### config.mk
export PLATFORM = sky130hd
export DESIGN_NAME = gqa_head_scheduler
export DESIGN_NICKNAME = d
export VERILOG_FILES = /design/src/rtl/gqa_pkg.sv /design/src/rtl/gqa_head_counter.sv /design/src/rtl/gqa_head_scheduler.sv
export SDC_FILE = /design/constraint.sdc
export NUM_CORES = 1
export LEC_CHECK = 0
export ABC_CLOCK_PERIOD_IN_PS = 2000
export BUFFER_PORTS_ARGS = -buffer_cell sky130_fd_sc_hd__buf_2
export CAP_MARGIN = 5
export CORE_MARGIN = 8
export CORE_UTILIZATION = 30
export CTS_CLUSTER_SIZE = 16
export DETAILED_ROUTE_END_ITERATION = 10
export PLACE_DENSITY_LB_ADDON = 0.12
export SLEW_MARGIN = 20
export SYNTH_ARGS = -nofsm -noshare
export SYNTH_HDL_FRONTEND = slang
export SYNTH_SLANG_ARGS = --single-unit
### constraint.sdc
create_clock -name clk -period 2 [get_ports clk]
set_clock_uncertainty 0.1 [all_clocks]
set_input_delay 0.1 -clock clk [delete_from_list [all_inputs] [get_ports clk]]
set_output_delay 0.1 -clock clk [all_outputs]
set_load 0.01 [all_outputs]
### src/rtl/gqa_pkg.sv
// Shared types and size helpers for the GQA head scheduler.
package gqa_pkg;

  typedef enum logic [2:0] {
    S_IDLE,
    S_LOAD_KV,
    S_RUN_HEAD,
    S_RELEASE,
    S_DONE
  } gqa_state_t;

  function automatic int unsigned beats_per_head(
    input int unsigned dim_1,
    input int unsigned par_dim_1,
    input int unsigned head_dim,
    input int unsigned weight_par_dim_0
  );
    return (dim_1 / par_dim_1) * (head_dim / weight_par_dim_0);
  endfunction

  // Counter width for values 0..n-1, never narrower than one bit.
  function automatic int unsigned cnt_width(input int unsigned n);
    return (n > 1) ? $clog2(n) : 1;
  endfunction

endpackage

### src/rtl/gqa_head_counter.sv
// Nested beat -> head-in-group -> group counter chain with a registered head_id.
module gqa_head_counter
  import gqa_pkg::*;
#(
  parameter int unsigned BEATS_PER_HEAD = 80,
  parameter int unsigned GROUP_SIZE     = 4,
  parameter int unsigned NUM_GROUPS     = 3,
  parameter int unsigned NUM_HEADS      = 12,
  localparam int unsigned GW = cnt_width(NUM_GROUPS),
  localparam int unsigned HW = cnt_width(NUM_HEADS)
) (
  input  logic          clk,
  input  logic          rst,
  input  logic          clear,
  input  logic          beat_inc,
  input  logic          group_inc,
  output logic          head_wrap,
  output logic          group_last,
  output logic [GW-1:0] group_cnt,
  output logic [HW-1:0] head_id
);

  localparam int unsigned BW  = cnt_width(BEATS_PER_HEAD);
  localparam int unsigned HCW = cnt_width(GROUP_SIZE);

  logic [BW-1:0]  beat_cnt, beat_nxt;
  logic [HCW-1:0] head_cnt, head_nxt;
  logic [GW-1:0]  group_nxt;
  logic           beat_last, head_last;

  assign beat_last  = (beat_cnt == BW'(BEATS_PER_HEAD - 1));
  assign head_last  = (head_cnt == HCW'(GROUP_SIZE - 1));
  assign group_last = (group_cnt == GW'(NUM_GROUPS - 1));
  assign head_wrap  = beat_inc & beat_last & head_last;

  // The last head of a group holds its index through RELEASE so head_id
  // keeps naming the group being released; group_inc moves to the next one.
  always_comb begin
    beat_nxt  = beat_cnt;
    head_nxt  = head_cnt;
    group_nxt = group_cnt;
    if (clear) begin
      beat_nxt  = '0;
      head_nxt  = '0;
      group_nxt = '0;
    end else begin
      if (beat_inc) begin
        if (beat_last) begin
          beat_nxt = '0;
          if (!head_last) head_nxt = head_cnt + 1'b1;
        end else begin
          beat_nxt = beat_cnt + 1'b1;
        end
      end
      if (group_inc) begin
        head_nxt  = '0;
        group_nxt = group_cnt + 1'b1;
      end
    end
  end

  always_ff @(posedge clk) begin
    if (rst) begin
      beat_cnt  <= '0;
      head_cnt  <= '0;
      group_cnt <= '0;
      head_id   <= '0;
    end else begin
      beat_cnt  <= beat_nxt;
      head_cnt  <= head_nxt;
      group_cnt <= group_nxt;
      head_id   <= HW'(group_nxt) * HW'(GROUP_SIZE) + HW'(head_nxt);
    end
  end

endmodule

### src/rtl/gqa_head_scheduler.sv
// Walks all query heads group by group, loading each KV group once and gating the query stream.
module gqa_head_scheduler
  import gqa_pkg::*;
#(
  parameter int unsigned NUM_HEADS                   = 12,
  parameter int unsigned NUM_GROUPS                  = 3,
  parameter int unsigned DATA_IN_0_TENSOR_SIZE_DIM_1 = 20,
  parameter int unsigned DATA_IN_0_PARALLELISM_DIM_1 = 4,
  parameter int unsigned HEAD_DIM                    = 64,
  parameter int unsigned WEIGHT_PARALLELISM_DIM_0    = 4,
  localparam int unsigned GW = cnt_width(NUM_GROUPS),
  localparam int unsigned HW = cnt_width(NUM_HEADS)
) (
  input  logic          clk,
  input  logic          rst,
  input  logic          start,
  output logic          busy,
  output logic          done,
  output logic          kv_load_valid,
  input  logic          kv_load_ready,
  output logic [GW-1:0] kv_group,
  output logic [HW-1:0] head_id,
  output logic          kv_release,
  input  logic          q_in_valid,
  output logic          q_in_ready,
  output logic          q_out_valid,
  input  logic          q_out_ready
);

  localparam int unsigned GROUP_SIZE = NUM_HEADS / NUM_GROUPS;
  localparam int unsigned BEATS_PER_HEAD = beats_per_head(
    DATA_IN_0_TENSOR_SIZE_DIM_1, DATA_IN_0_PARALLELISM_DIM_1,
    HEAD_DIM, WEIGHT_PARALLELISM_DIM_0);

  gqa_state_t state;
  logic       run_head;
  logic       beat_inc, group_inc, clear;
  logic       head_wrap, group_last;

  assign q_out_valid = run_head & q_in_valid;
  assign q_in_ready  = run_head & q_out_ready;
  assign beat_inc    = run_head & q_in_valid & q_out_ready;
  assign group_inc   = (state == S_RELEASE) & ~group_last;
  assign clear       = ((state == S_IDLE) & start) | (state == S_DONE);

  gqa_head_counter #(
    .BEATS_PER_HEAD (BEATS_PER_HEAD),
    .GROUP_SIZE     (GROUP_SIZE),
    .NUM_GROUPS     (NUM_GROUPS),
    .NUM_HEADS      (NUM_HEADS)
  ) u_counter (
    .clk        (clk),
    .rst        (rst),
    .clear      (clear),
    .beat_inc   (beat_inc),
    .group_inc  (group_inc),
    .head_wrap  (head_wrap),
    .group_last (group_last),
    .group_cnt  (kv_group),
    .head_id    (head_id)
  );

  always_ff @(posedge clk) begin
    if (rst) begin
      state         <= S_IDLE;
      busy          <= 1'b0;
      done          <= 1'b0;
      kv_load_valid <= 1'b0;
      kv_release    <= 1'b0;
      run_head      <= 1'b0;
    end else begin
      case (state)
        S_IDLE: begin
          if (start) begin
            state         <= S_LOAD_KV;
            busy          <= 1'b1;
            kv_load_valid <= 1'b1;
          end
        end
        S_LOAD_KV: begin
          if (kv_load_valid && kv_load_ready) begin
            state         <= S_RUN_HEAD;
            kv_load_valid <= 1'b0;
            run_head      <= 1'b1;
          end
        end
        S_RUN_HEAD: begin
          if (head_wrap) begin
            state      <= S_RELEASE;
            run_head   <= 1'b0;
            kv_release <= 1'b1;
          end
        end
        S_RELEASE: begin
          kv_release <= 1'b0;
          if (group_last) begin
            state <= S_DONE;
            done  <= 1'b1;
          end else begin
            state         <= S_LOAD_KV;
            kv_load_valid <= 1'b1;
          end
        end
        S_DONE: begin
          state <= S_IDLE;
          done  <= 1'b0;
          busy  <= 1'b0;
        end
        default: state <= S_IDLE;
      endcase
    end
  end

endmodule

Word level (Yosys, flattened, before mapping)
Index checks and enable logic that the tools add are counted.
{ "word_totals": {"regBits": 23, "wordCells": 74, "out_inout_bits": 12, "inputBits": 6} }
{ "op_classes": {"addsub": 4, "n_bitwise": 9, "mux": 25, "reduce_logical": 14, "n_eq_ne": 12} }
{ "op_table": {"columns": ["operator", "count"], "rows": [
  ["$mux 2", 7],
  ["$mux 3", 4],
  ["$pmux 3 s4", 1],
  ["$ne 2x2->1 const B", 5],
  ["$pmux 1 s2", 4],
  ["$reduce_bool 2->1", 4],
  ["$add 7x1->7 const B", 1],
  ["$and 1x1->1", 7],
  ["$eq 7x7->1 const B", 1],
  ["$mux 1", 7],
  ["$mux 7", 1],
  ["$eq 3x2->1 const B", 2],
  ["$reduce_and 2->1", 3],
  ["$reduce_and 3->1", 2],
  ["$add 2x1->2 const B", 2],
  ["$add 4x2->4", 1],
  ["$eq 2x2->1 const B", 2],
  ["$reduce_and 4->1", 1],
  ["$eq 3x1->1 const B", 1],
  ["$eq 3x3->1 const B", 1],
  ["$logic_not 3->1", 1],
  ["$pmux 1 s3", 1],
  ["$reduce_bool 3->1", 1],
  ["$reduce_or 2->1", 1],
  ["3 further kinds", 3]
]} }

Logic depth before layout (Yosys ltp)
Gate-level depths: netlist (run 1).
{ "depth": {"word_depth": 7, "depth_mapped": 5, "mapped_depth_nobuf": 5} }

By module
A second synthesis (run 1) with hierarchy kept.
{ "unflattened": {"hier_cells": 110, "hier_area_um2": 1002.2} }
{ "by_module_without_submodules": {"columns": ["mod", "cells_each", "area_per_inst_um2", "instances", "seq_area_each_um2"], "rows": [
  ["gqa_head_counter", 62, 556.8, 1, 220.2],
  ["gqa_head_scheduler", 48, 445.4, 1, 160.2]
]} }

Worst setup path after synthesis (run 1)
Ideal clock, no wire load.
{ "synth_timing": {"path_kind": "register -> register", "from": "register u_counter.head_cnt[0]", "to": "register u_counter.head_cnt[0]", "t_arrival_ns": 1.566, "setup_ns": 0.070, "path_stages_with_launch": 5, "period_less_slack_ns": 1.736, "t_required_ns": 1.830, "setup_slack_ns": 0.264, "n_path_buf": 0, "cell_sequence": "dfxtp_1 -> ha_1 -> or4b_4 -> or4_1 -> a21oi_1"} }
{ "synth_via": {"elab_chain_cells": 6, "word_cells_on_any_way": 7, "classes_between": "1 x add/sub; 1 x eq/ne; 5 x mux"} }
{ "synth_rtl": {"columns": ["element", "line", "source"], "rows": [
  ["start, declared", "gqa_head_counter.sv:27", "logic [HCW-1:0] head_cnt, head_nxt;"],
  ["start signal, assigned", "gqa_head_counter.sv:70", "head_cnt <= head_nxt;"],
  ["$add 2x1->2 / $eq 2x2->1 (equally long branches)", "gqa_head_counter.sv:50, gqa_head_counter.sv:32", null],
  ["$mux 2", "gqa_head_counter.sv:50", "if (!head_last) head_nxt = head_cnt + 1'b1;"],
  ["$mux 2", "gqa_head_counter.sv:48", "if (beat_last) begin"],
  ["$mux 2 (*)", "gqa_head_counter.sv:47", "if (beat_inc) begin"],
  ["$mux 2 (*)", "gqa_head_counter.sv:55", "if (group_inc) begin"],
  ["$mux 2 (*)", "gqa_head_counter.sv:42", "if (clear) begin"]
]} }
Mark *: on every way between the ends. The rest lies on a longest branch, timed or not.
A chain may end at the register's enable or synchronous reset.

Worst setup path after layout (run 1)
{ "layout_timing": {"from": "register u_counter.head_cnt[0]", "to": "register u_counter.head_id[1]"} }
{ "layout_via": {"elab_chain_cells": 7, "word_cells_on_any_way": 8, "classes_between": "2 x add/sub; 1 x eq/ne; 5 x mux"} }
{ "layout_rtl": {"columns": ["element", "line", "source"], "rows": [
  ["$add 2x1->2 / $eq 2x2->1 (equally long branches)", "gqa_head_counter.sv:50, gqa_head_counter.sv:32", null],
  ["$mux 2", "gqa_head_counter.sv:50", null],
  ["$mux 2", "gqa_head_counter.sv:48", null],
  ["$mux 2 (*)", "gqa_head_counter.sv:47", null],
  ["$mux 2 (*)", "gqa_head_counter.sv:55", null],
  ["$mux 2 (*)", "gqa_head_counter.sv:42", null],
  ["$add 4x2->4 (*)", "gqa_head_counter.sv:72", "head_id <= HW'(group_nxt) * HW'(GROUP_SIZE) + HW'(head_nxt);"],
  ["end signal, assigned", "gqa_head_counter.sv:72", null],
  ["end, declared", "gqa_head_counter.sv:20", "output logic [HW-1:0] head_id"]
]} }
Marked as above.

==> results of run 1 <==
## cell type report
class / count / area (um^2) / area share, %
Clock inverter: 1 / 5.00 / 0.417
Inverter: 3 / 11.3 / 0.938
Multi-Input combinational cell: 84 / 577 / 48.0
Sequential cell: 19 / 380 / 31.7
Timing Repair Buffer: 25 / 148 / 12.3
Tap cell: 46 / 57.6 / 4.79
Clock buffer: 3 / 22.5 / 1.88
## worst max-delay path: cells and delay by family (launching register included)
| kind | cells | cell delay, ps |
|---|---|---|
| adder cells (fa/ha/maj) | 1 | 230 |
| AO/OA/AOI/OAI | 1 | 160 |
| flip-flops | 1 | 350 |
| AND/OR/NAND/NOR | 2 | 900 |
## report_power, final
| group | total [W] | internal [W] | leakage (nW) | switching, W |
|---|---|---|---|---|
| clock | 0.000193 | 0.0000743 | 0.0177 | 0.000119 |
| combinational | 0.0000561 | 0.0000255 | 0.279 | 0.0000306 |
| sequential | 0.000395 | 0.000386 | 0.154 | 0.00000947 |
| total | 0.000644 | 0.000485 | 0.450 | 0.000159 |
## flip-flops by register name (all words and copies together) (netlist names)
name                count
done                    1
kv_release              1
u_counter.head_id       3
busy                    1
u_counter.beat_cnt      7
state                   3
kv_load_valid           1
run_head                1
u_counter.head_cnt      1
## worst max-delay path by stage
stage                                  startpoint                                 end  slack [ps]  cells past startpoint
2_1_floorplan  u_counter.head_cnt[0]$_SDFFE_PP0P_  u_counter.head_cnt[0]$_SDFFE_PP0P_         260                      4
3_3_place_gp   u_counter.head_cnt[0]$_SDFFE_PP0P_  u_counter.head_cnt[0]$_SDFFE_PP0P_         210                      4
3_5_place_dp   u_counter.head_cnt[0]$_SDFFE_PP0P_   u_counter.head_id[1]$_SDFFE_PP0P_         190                      4
4_1_cts        u_counter.head_cnt[0]$_SDFFE_PP0P_   u_counter.head_id[1]$_SDFFE_PP0P_         170                      4
5_1_grt        u_counter.beat_cnt[0]$_SDFFE_PP0P_               state[0]$_SDFFE_PP0P_          60                      4
6_report       u_counter.head_cnt[0]$_SDFFE_PP0P_   u_counter.head_id[1]$_SDFFE_PP0P_         200                      4
## logic make-up (layout without fill, tap and decap cells)
group                    after synthesis  count (layout)  share of synthesized area, %
AO/OA/AOI/OAI                         30              30                          18.9
XOR/XNOR                               3               3                          2.54
adder cells (fa/ha/maj)                3               3                          3.63
buffers and inverters                 13              32                          7.38
flip-flops                            19              19                          36.8
multiplexers                           1               1                          1.09
AND/OR/NAND/NOR                       47              47                          29.7
## through the flow
stage	setup slack, ps	power, W
final	198	0.000644
after global routing	63.3	0.000684
after CTS	169	0.000662
after detailed placement	195	0.000459
after global placement	213	0.000459
after floorplan	264	0.000439
## repair_timing
item | CTS | global route
resized for setup | 0 | 0
endpoints found under the hold margin | 3 | 0
hold buffers | 1 | 0
## cell usage in the layout (no fill, tap or decap), types with 2 or more instances in the layout
cell,count
dfxtp_1,19
buf_2,17
o21ai_0,8
nor2_1,7
buf_4,7
nand2_1,6
a21oi_1,6
a211oi_1,5
inv_1,3
and2_1,3
nand3_1,3
nand3b_1,3
o31ai_1,3
or4_1,3
ha_1,3
clkbuf_4,3
nor3b_1,2
and4bb_2,2
xnor2_1,2
or3_1,2
a31oi_1,2
nand2b_1,2
a21boi_0,2
or4_2,2
## per-layer routing
| metal | up-vias | GRT usage, % | wire (um) |
|---|---|---|---|
| li1 | 472 | - | - |
| met3 | 2 | 3.33 | 93 |
| met1 | 426 | 10.1 | 1070 |
| met4 | 0 | 1.96 | 19 |
| met5 | - | 0 | 0 |
| met2 | 8 | 16.4 | 1170 |
==> results by group, run 1 <==
Min path
  – Hold Path Class: primary input to flip-flop
  – Hold depth: 3
  – Hold_sp: kv_load_ready
  – WHS Endpoint: run_head$_SDFFE_PP0P_

Die
  – IO Count: 18
  – Initial Util: ~31%
  – CORE AREA: between 3000 and 4000 um^2
  – Die Width: about 75 um
  – Site row count: 21
  – Die area: between 5000 and 6000 um^2
  – Die Y: roughly 75 um

Critical path
  – Slowest cell on crit path: or4b_4
  – CP Capture Type: flip-flop
  – WP data arrival: 1930 ps
  – Crit path kind: flip-flop to flip-flop
  – Worst path max stage delay: 500 ps
  – Worst flop-to-flop path startpoint: u_counter.head_cnt[0]$_SDFFE_PP0P_
  – Capturing point of the worst reg2reg path: u_counter.head_id[1]$_SDFFE_PP0P_
  – R2R Setup Slk: 200 ps
  – Startpoint Class: flip-flop
  – CP max FO: 4
  – Worst r2r path cells: 4
  – CP Cell Sequence: ha_1 -> or4b_4 -> or4_1 -> a21oi_1
  – WP data required: 2130 ps

Final layout
  – Share of cells above drive strength 1: between 20 and 30%
  – Area delta synth->final: 16.2%
  – Cell Count, Final, Fillers Out: 181
  – Number of diodes: 0
  – Final core occ: between 30% and 40%
  – Fillcell total: 373
  – Post-route design area: 1200 um^2
  – # nets final: roughly 150

Yosys
  – Ys flop type: dfxtp_1
  – Syn nets: 125
  – Post-synthesis sequential area ratio: 36.8%
  – Share of the synthesized area in the top cell type: ~37%
  – Post-synth top cells: 19 x dfxtp_1, 8 x o21ai_0, 7 x nor2_1, 6 x a21oi_1, 6 x nand2_1
  – Count leader, synth: dfxtp_1
  – Synth Register Bits: 19
  – Synth Cell Area: approximately 1000 um^2
  – YS warnings: 0
  – Syn Area/Cell: 8.91 um^2
  – Synth Instances: 116
  – Synth top area cells: dfxtp_1 37%, o21ai_0 3.9%, a211oi_1 3.6%
  – Post-synth EDFFs: 0
  – Dominant cell type by area after synthesis: dfxtp_1
  – Post-synth ARST share: 0%
  – Netlist cell types: between 40 and 50

GRT
  – Antenna violations before repair: 0
  – GR Util All Layers: 9.16%
  – Vias in the first global route: 882
  – Grt total ovfl: 0
  – First-pass GRT wire length: approximately 4000 um
  – Largest net degree at the start of global routing: 14

Clock tree
  – Clk sinks: 19
  – Root buffer cell: clkbuf_4
  – # H-tree levels: 1
  – Clock slew at reported path FFs: 110 ps
  – CTS tree: built
  – Max Root-Sink Buffers: 2
  – Setup bufs post-CTS: 0
  – Worst skew pair latency: 290 ps
  – Total CTS buffers: 3

Timing
  – Final Cycle Share: 90.1%
  – Fmax: 555 MHz
  – Max-slew headroom: 73.6%
  – Setup TNS: 0 ps
  – Setup violations, final: 0
  – Tightest Pin Transition: slightly below 400 ps
  – Final-report max-slew violation count: 0
  – Final hold slack: 65.8 ps
  – RSZ-0062 raised after global routing: no
  – Final min period: 1800 ps
  – Final Hold Viols: 0

Power and ir drop
  – VDD IR max: 0.294 mV
  – Leakage: between 0.4 and 0.5 nW
  – PD cells: 537 nW/um^2

Detailed routing
  – Vias post-DR: 908
  – Initial DRC count: 12
  – Final ANT Viol Nets: 0
  – DRT Pass-1 Iters: 4
  – Routed WL per cell: 13.0 um
  – Routed WL: approximately 2400 um
  – DRC viols: 0
  – Vias per cell: 5.02

Place
  – Port Buf Inserts: 17
  – Placed inst area: 1160 um^2
  – Placed instance count: 176
  – Dpl hpwl: 1830 um
  – Routability cong.: 0.716

Status
  – Status: complete, no violations

Job
  – Max Cap Viol: 0
Power figures use the tool's default switching activity.
==> inputs of run 2 (changes only) <==
Settings changed: BUFFER_PORTS_ARGS -buffer_cell sky130_fd_sc_hd__buf_2 to not set, DONT_BUFFER_PORTS set to 1.
==> run 2 against run 1 <==
Count of clock-buffer cells in the layout unchanged; combinational power is 5.0% higher; via count shrank 4.5%; final area down 1.0%; critical endpoint unchanged.
==> results by group, run 2 (synthesis results as in run 1) <==
Timing
  – RSZ-0062 raised after global routing: no
  – Setup TNS: 0 ps
  – Max-slew headroom: between 60% and 70%
  – Setup violations, final: 0
  – Final min period: 1820 ps
  – Final Hold Viols: 0
  – Tightest Pin Transition: 446 ps
  – Setup WS post-layout: around 180 ps
  – Final Cycle Share: 91.1%
  – Fmax: around 550 MHz
  – Final-report max-slew violation count: 0

Critical path
  – R2R Setup Slk: 180 ps
  – Worst r2r path cells: 4
  – Startpoint Class: flip-flop
  – Capturing point of the worst reg2reg path: u_counter.head_id[1]$_SDFFE_PP0P_
  – WP data arrival: 1960 ps
  – WP data required: 2140 ps
  – Worst flop-to-flop path startpoint: u_counter.head_id[1]$_SDFFE_PP0P_
  – Crit path kind: flip-flop to flip-flop
  – CP Capture Type: flip-flop
  – CP max FO: 4

Clock tree
  – Clock slew at reported path FFs: 120 ps
  – Worst skew pair latency: around 300 ps
  – CTS Hold Bufs: 6
  – Setup bufs post-CTS: 0
  – Root buffer cell: clkbuf_4
  – Total CTS buffers: 3
  – Post-cts gate resize count: 0
  – Clk sinks: 19
  – # H-tree levels: 1
  – CTS tree: built
  – Max Root-Sink Buffers: 2

Die
  – IO Count: 18
  – CORE AREA: 3310 um^2
  – Die Y: 74.7 um
  – Site row count: 21
  – Die Width: 74.7 um
  – Die area: 5580 um^2
  – Initial Util: 31.2%

Power and ir drop
  – Leakage: slightly above 0.4 nW
  – Tot Pwr: approximately 0.00065 W
  – VDD IR max: 0.193 mV
  – PD cells: between 500 and 600 nW/um^2

Detailed routing
  – Routed WL per cell: 13.6 um
  – Routed WL: roughly 2300 um
  – Initial DRC count: 30
  – DRC viols: 0
  – Final ANT Viol Nets: 0
  – DRT Pass-1 Iters: 4
  – Vias per cell: just over 5
  – Vias post-DR: 867

GRT
  – First-pass GRT wire length: 3820 um
  – Largest net degree at the start of global routing: 14
  – Grt total ovfl: 0
  – Met2 usage: between 10 and 15%
  – Vias in the first global route: 819
  – Antenna violations before repair: 0
  – GR Util All Layers: 8.69%
  – Met1 Use GR: around 11%
  – Grt peak-use layer: met2
  – M3 GR Usage: 2.13%

Place
  – Routability cong.: approximately 0.68
  – Dpl hpwl: roughly 1700 um
  – Port Buf Inserts: 0
  – Post-placement setup slack: about 180 ps

Final layout
  – Fillcell total: 368
  – Largest registers: u_counter.beat_cnt (7), state (3), u_counter.head_id (3)
  – Biggest register: u_counter.beat_cnt
  – # nets final: roughly 140
  – Most common cell after layout, fill and taps aside: dfxtp_1
  – Storage cell area: 380 um^2
  – Final core occ: 35.9%
  – Area delta synth->final: 15.0%
  – Share of cells above drive strength 1: between 10% and 20%
  – Most frequent cells in the layout: 19 x dfxtp_1, 10 x buf_4, 8 x o21ai_0
  – Max FFs per register: 7
  – Area occupied by multi-input gates: 577 um^2
  – Number of diodes: 0

Job
  – Max Cap Viol: 0

Status
  – Status: complete, no violations

Min path
  – Hold Path Class: primary input to flip-flop
  – Hold_sp: q_in_valid
  – WHS Endpoint: u_counter.beat_cnt[1]$_SDFFE_PP0P_
  – Hold depth: 3
==> run 2: changes by cell type in the layout (fill, tap and decap cells not counted) <==
cell and change:
buf_4 +3, dlygate4sd3_1 +5, buf_2 -17
==> run 2: how the worst max path moves through the flow <==
stage                                  startpoint                                  to  slack (ps)
5_1_grt         u_counter.head_id[1]$_SDFFE_PP0P_  u_counter.head_cnt[0]$_SDFFE_PP0P_         100
6_report        u_counter.head_id[1]$_SDFFE_PP0P_   u_counter.head_id[1]$_SDFFE_PP0P_         180
3_3_place_gp    u_counter.head_id[1]$_SDFFE_PP0P_   u_counter.head_id[1]$_SDFFE_PP0P_         230
2_1_floorplan  u_counter.head_cnt[0]$_SDFFE_PP0P_  u_counter.head_cnt[0]$_SDFFE_PP0P_         260
3_5_place_dp    u_counter.head_id[1]$_SDFFE_PP0P_  u_counter.head_cnt[0]$_SDFFE_PP0P_         180
4_1_cts         u_counter.head_id[1]$_SDFFE_PP0P_   u_counter.head_id[1]$_SDFFE_PP0P_         170
==> run 2: where the power goes <==
| part | switching, W | total [W] | internal (W) |
|---|---|---|---|
| clock | 0.000128 | 0.000202 | 0.0000745 |
| sequential | 0.00000757 | 0.000393 | 0.000386 |
| combinational | 0.0000299 | 0.0000589 | 0.0000290 |
==> run 2: stage by stage <==
step | hold WS, ps | area, um^2 | cells
3_5_place_dp | 75.7 | 1100 | 162
6_report | 18.7 | 1190 | 172
4_1_cts | 2.44 | 1190 | 172
5_1_grt | 5.85 | 1190 | 172
3_3_place_gp | 72.7 | 1100 | 162
2_1_floorplan | 197 | 1030 | 116
==> run 2: layout make-up <==
cell class	instances	area share [%]
Tap cell	46	4.84
Sequential cell	19	32.0
Clock buffer	3	1.89
Multi-Input combinational cell	84	48.5
Inverter	3	0.947
Clock inverter	1	0.421
Timing Repair Buffer	16	11.4
==> run 2: critical path, stage by stage (launching register included) <==
cell	delay, ps
dfxtp_1	370
ha_1	230
or4b_4	510
or4_1	410
a21oi_1	150
==> run 2: routing by layer <==
metal | part of all wire (%) | vias up
li1 | - | 450
met4 | 0.47 | 0
met1 | 48 | 405
met2 | 47 | 10
met3 | 4.6 | 2
met5 | 0 | -
==> inputs of run 3 (changes only) <==
--- a/config.mk
+++ b/config.mk
@@ -8,4 +8,6 @@
 export ABC_CLOCK_PERIOD_IN_PS = 2000
 export CAP_MARGIN = 5
+export CELL_PAD_IN_SITES_DETAIL_PLACEMENT = 0
+export CELL_PAD_IN_SITES_GLOBAL_PLACEMENT = 1
 export CORE_MARGIN = 8
 export CORE_UTILIZATION = 30
==> constraint.sdc (replaced) <==
create_clock -name clk -period 2 [get_ports clk]
set_clock_uncertainty 0.1 [all_clocks]
set_input_delay 0.4 -clock clk [delete_from_list [all_inputs] [get_ports clk]]
set_output_delay 0.4 -clock clk [all_outputs]
set_load 0.01 [all_outputs]
==> run 3 against run 2 <==
Total power is 2.0% lower; maximum frequency is 1.8% lower; critical path depth stayed put; final area is 6.3% lower; die area stayed put; register-to-register slack worse by 30 ps; count of clock-buffer cells in the layout stayed put; core utilization is 2.3 points lower; worst setup slack worse by 32 ps; global-route usage is 0.21 points higher; critical endpoint unchanged; highest routed layer unchanged.
==> results by group, run 3 (synthesis results as in run 1) <==
Status
  – Status: complete, no violations

Die
  – CORE AREA: 3310 um^2
  – Die area: 5580 um^2
  – Die Y: approximately 75 um
  – Site row count: 21
  – Initial Util: 31.2%
  – Die Width: 74.7 um
  – IO Count: 18

Place
  – Routability cong.: 0.756
  – Placed instance count: 160
  – Port Buf Inserts: 0
  – Dpl hpwl: 1690 um

GRT
  – Antenna violations before repair: 0
  – Grt total ovfl: 0
  – GR Util All Layers: 8.90%
  – First-pass GRT wire length: 3860 um
  – Vias in the first global route: 827
  – Largest net degree at the start of global routing: 14

Clock tree
  – Root buffer cell: clkbuf_4
  – Clock slew at reported path FFs: about 120 ps
  – Setup bufs post-CTS: 0
  – Clk sinks: 19
  – CTS Hold Bufs: 0
  – Post-cts gate resize count: 0
  – # H-tree levels: 1
  – Worst skew pair latency: 300 ps
  – Total CTS buffers: 3
  – CTS tree: built
  – Max Root-Sink Buffers: 2

Detailed routing
  – Vias post-DR: 832
  – Vias per cell: just over 5
  – Top layer in use: met4
  – Initial DRC count: 32
  – Routed WL per cell: 13.6 um
  – Met1 WL: 1050 um
  – DRT Pass-1 Iters: 2
  – Routed WL: ~2200 um
  – DRC viols: 0
  – Met2 wire len: between 1000 and 1500 um
  – Final ANT Viol Nets: 0
  – Met3 wire len: 76 um

Job
  – Max Cap Viol: 0

Timing
  – Max-slew headroom: between 60% and 70%
  – Final min period: 1850 ps
  – Tightest Pin Transition: 562 ps
  – Setup violations, final: 0
  – Final Cycle Share: 92.7%
  – RSZ-0062 raised after global routing: no
  – Final-report max-slew violation count: 0
  – Fmax: 539 MHz
  – Final Hold Viols: 0
  – Setup TNS: 0 ps

Critical path
  – Startpoint Class: flip-flop
  – Slowest cell on crit path: or4b_4
  – CP Cell Sequence: ha_1 -> or4b_4 -> or4_1 -> a21oi_1
  – CP Capture Type: flip-flop
  – Critical path's top delay family: simple AND/OR/NAND/NOR gates
  – CP max FO: 4
  – Crit path kind: flip-flop to flip-flop
  – WP data required: 2140 ps
  – WP data arrival: 2000 ps
  – Worst path max stage delay: around 500 ps
  – Buffers & Inverters on Critical Path: 0

Final layout
  – Storage cell area: around 380 um^2
  – Area occupied by multi-input gates: 577 um^2
  – Max FFs per register: 7
  – Share of cells above drive strength 1: 18.6%
  – Biggest register: u_counter.beat_cnt
  – Cell Count, Final, Fillers Out: 164
  – # nets final: 128
  – Largest registers: u_counter.beat_cnt (7), state (3), u_counter.head_id (3)
  – Number of diodes: 0
  – Fillcell total: 360
  – Most frequent cells in the layout: 19 x dfxtp_1, 8 x o21ai_0, 8 x buf_4
  – Area delta synth->final: 7.75%
  – Most common cell after layout, fill and taps aside: dfxtp_1

Power and ir drop
  – PD cells: ~580 nW/um^2
  – Leakage: 0.368 nW
  – Gate power share: approximately 6%
  – VDD IR max: 0.200 mV
  – Reg power frac: 62.0%
  – Switching pwr: 0.000164 W
  – Pint: between 0.0004 and 0.0005 W
  – Clock power share: 32.1%
  – Sw Ratio: 25.5%

Min path
  – Hold Path Class: primary input to flip-flop
run 3: cell types whose count changed in the layout (fill, tap and decap cells not counted), sizes merged:
cell	previous run	this run
buf	10	8
dlygate4sd3	6	0
run 3: final timing paths:
kind	startpoint	endpoint	slack [ps]	cells past startpoint
worst max-delay path	u_counter.head_id[1]$_SDFFE_PP0P_	u_counter.head_id[1]$_SDFFE_PP0P_	150	4
worst min-delay path	rst	kv_load_valid$_SDFFE_PP0P_	40	1
worst max register to register	u_counter.head_id[1]$_SDFFE_PP0P_	u_counter.head_id[1]$_SDFFE_PP0P_	150	4
worst min register to register	u_counter.beat_cnt[1]$_SDFFE_PP0P_	u_counter.beat_cnt[1]$_SDFFE_PP0P_	390	2
run 3: final cells by class:
class | count | share of cell area [%]
inverter | 3 | 1.01
timing repair buffer | 8 | 5.39
multi-input combinational | 84 | 51.8
clock buffer | 3 | 2.02
tap | 46 | 5.17
sequential | 19 | 34.2
clock inverter | 1 | 0.449
run 3: power groups by stage:
stage               registers (W)  logic [W]  clock network, W
global placement         0.000407  0.0000382                 0
global route             0.000400  0.0000434          0.000231
CTS                      0.000398  0.0000386          0.000215
detailed placement       0.000407  0.0000384                 0
floorplan                0.000402  0.0000367                 0
finish                   0.000398  0.0000378          0.000206
run 3: per-layer routing:
layer / up-vias / track usage, %
met5: - / 0
met2: 7 / 14.2
met4: 0 / 4.57
met1: 391 / 10.8
li1: 430 / -
met3: 4 / 2.13
run 3: metrics by stage:
step / util [%] / area, um^2 / hold slack [ps] / setup slack, ps / power (W)
floorplan: - / 1030 / 354 / 264 / 0.000439
global placement: 32.8 / 1090 / 369 / 190 / 0.000445
detailed placement: 32.8 / 1090 / 374 / 163 / 0.000445
CTS: 33.6 / 1110 / 34.2 / 136 / 0.000652
global route: 33.6 / 1110 / 27.3 / 78.8 / 0.000675
finish: 33.6 / 1110 / 42.7 / 146 / 0.000642
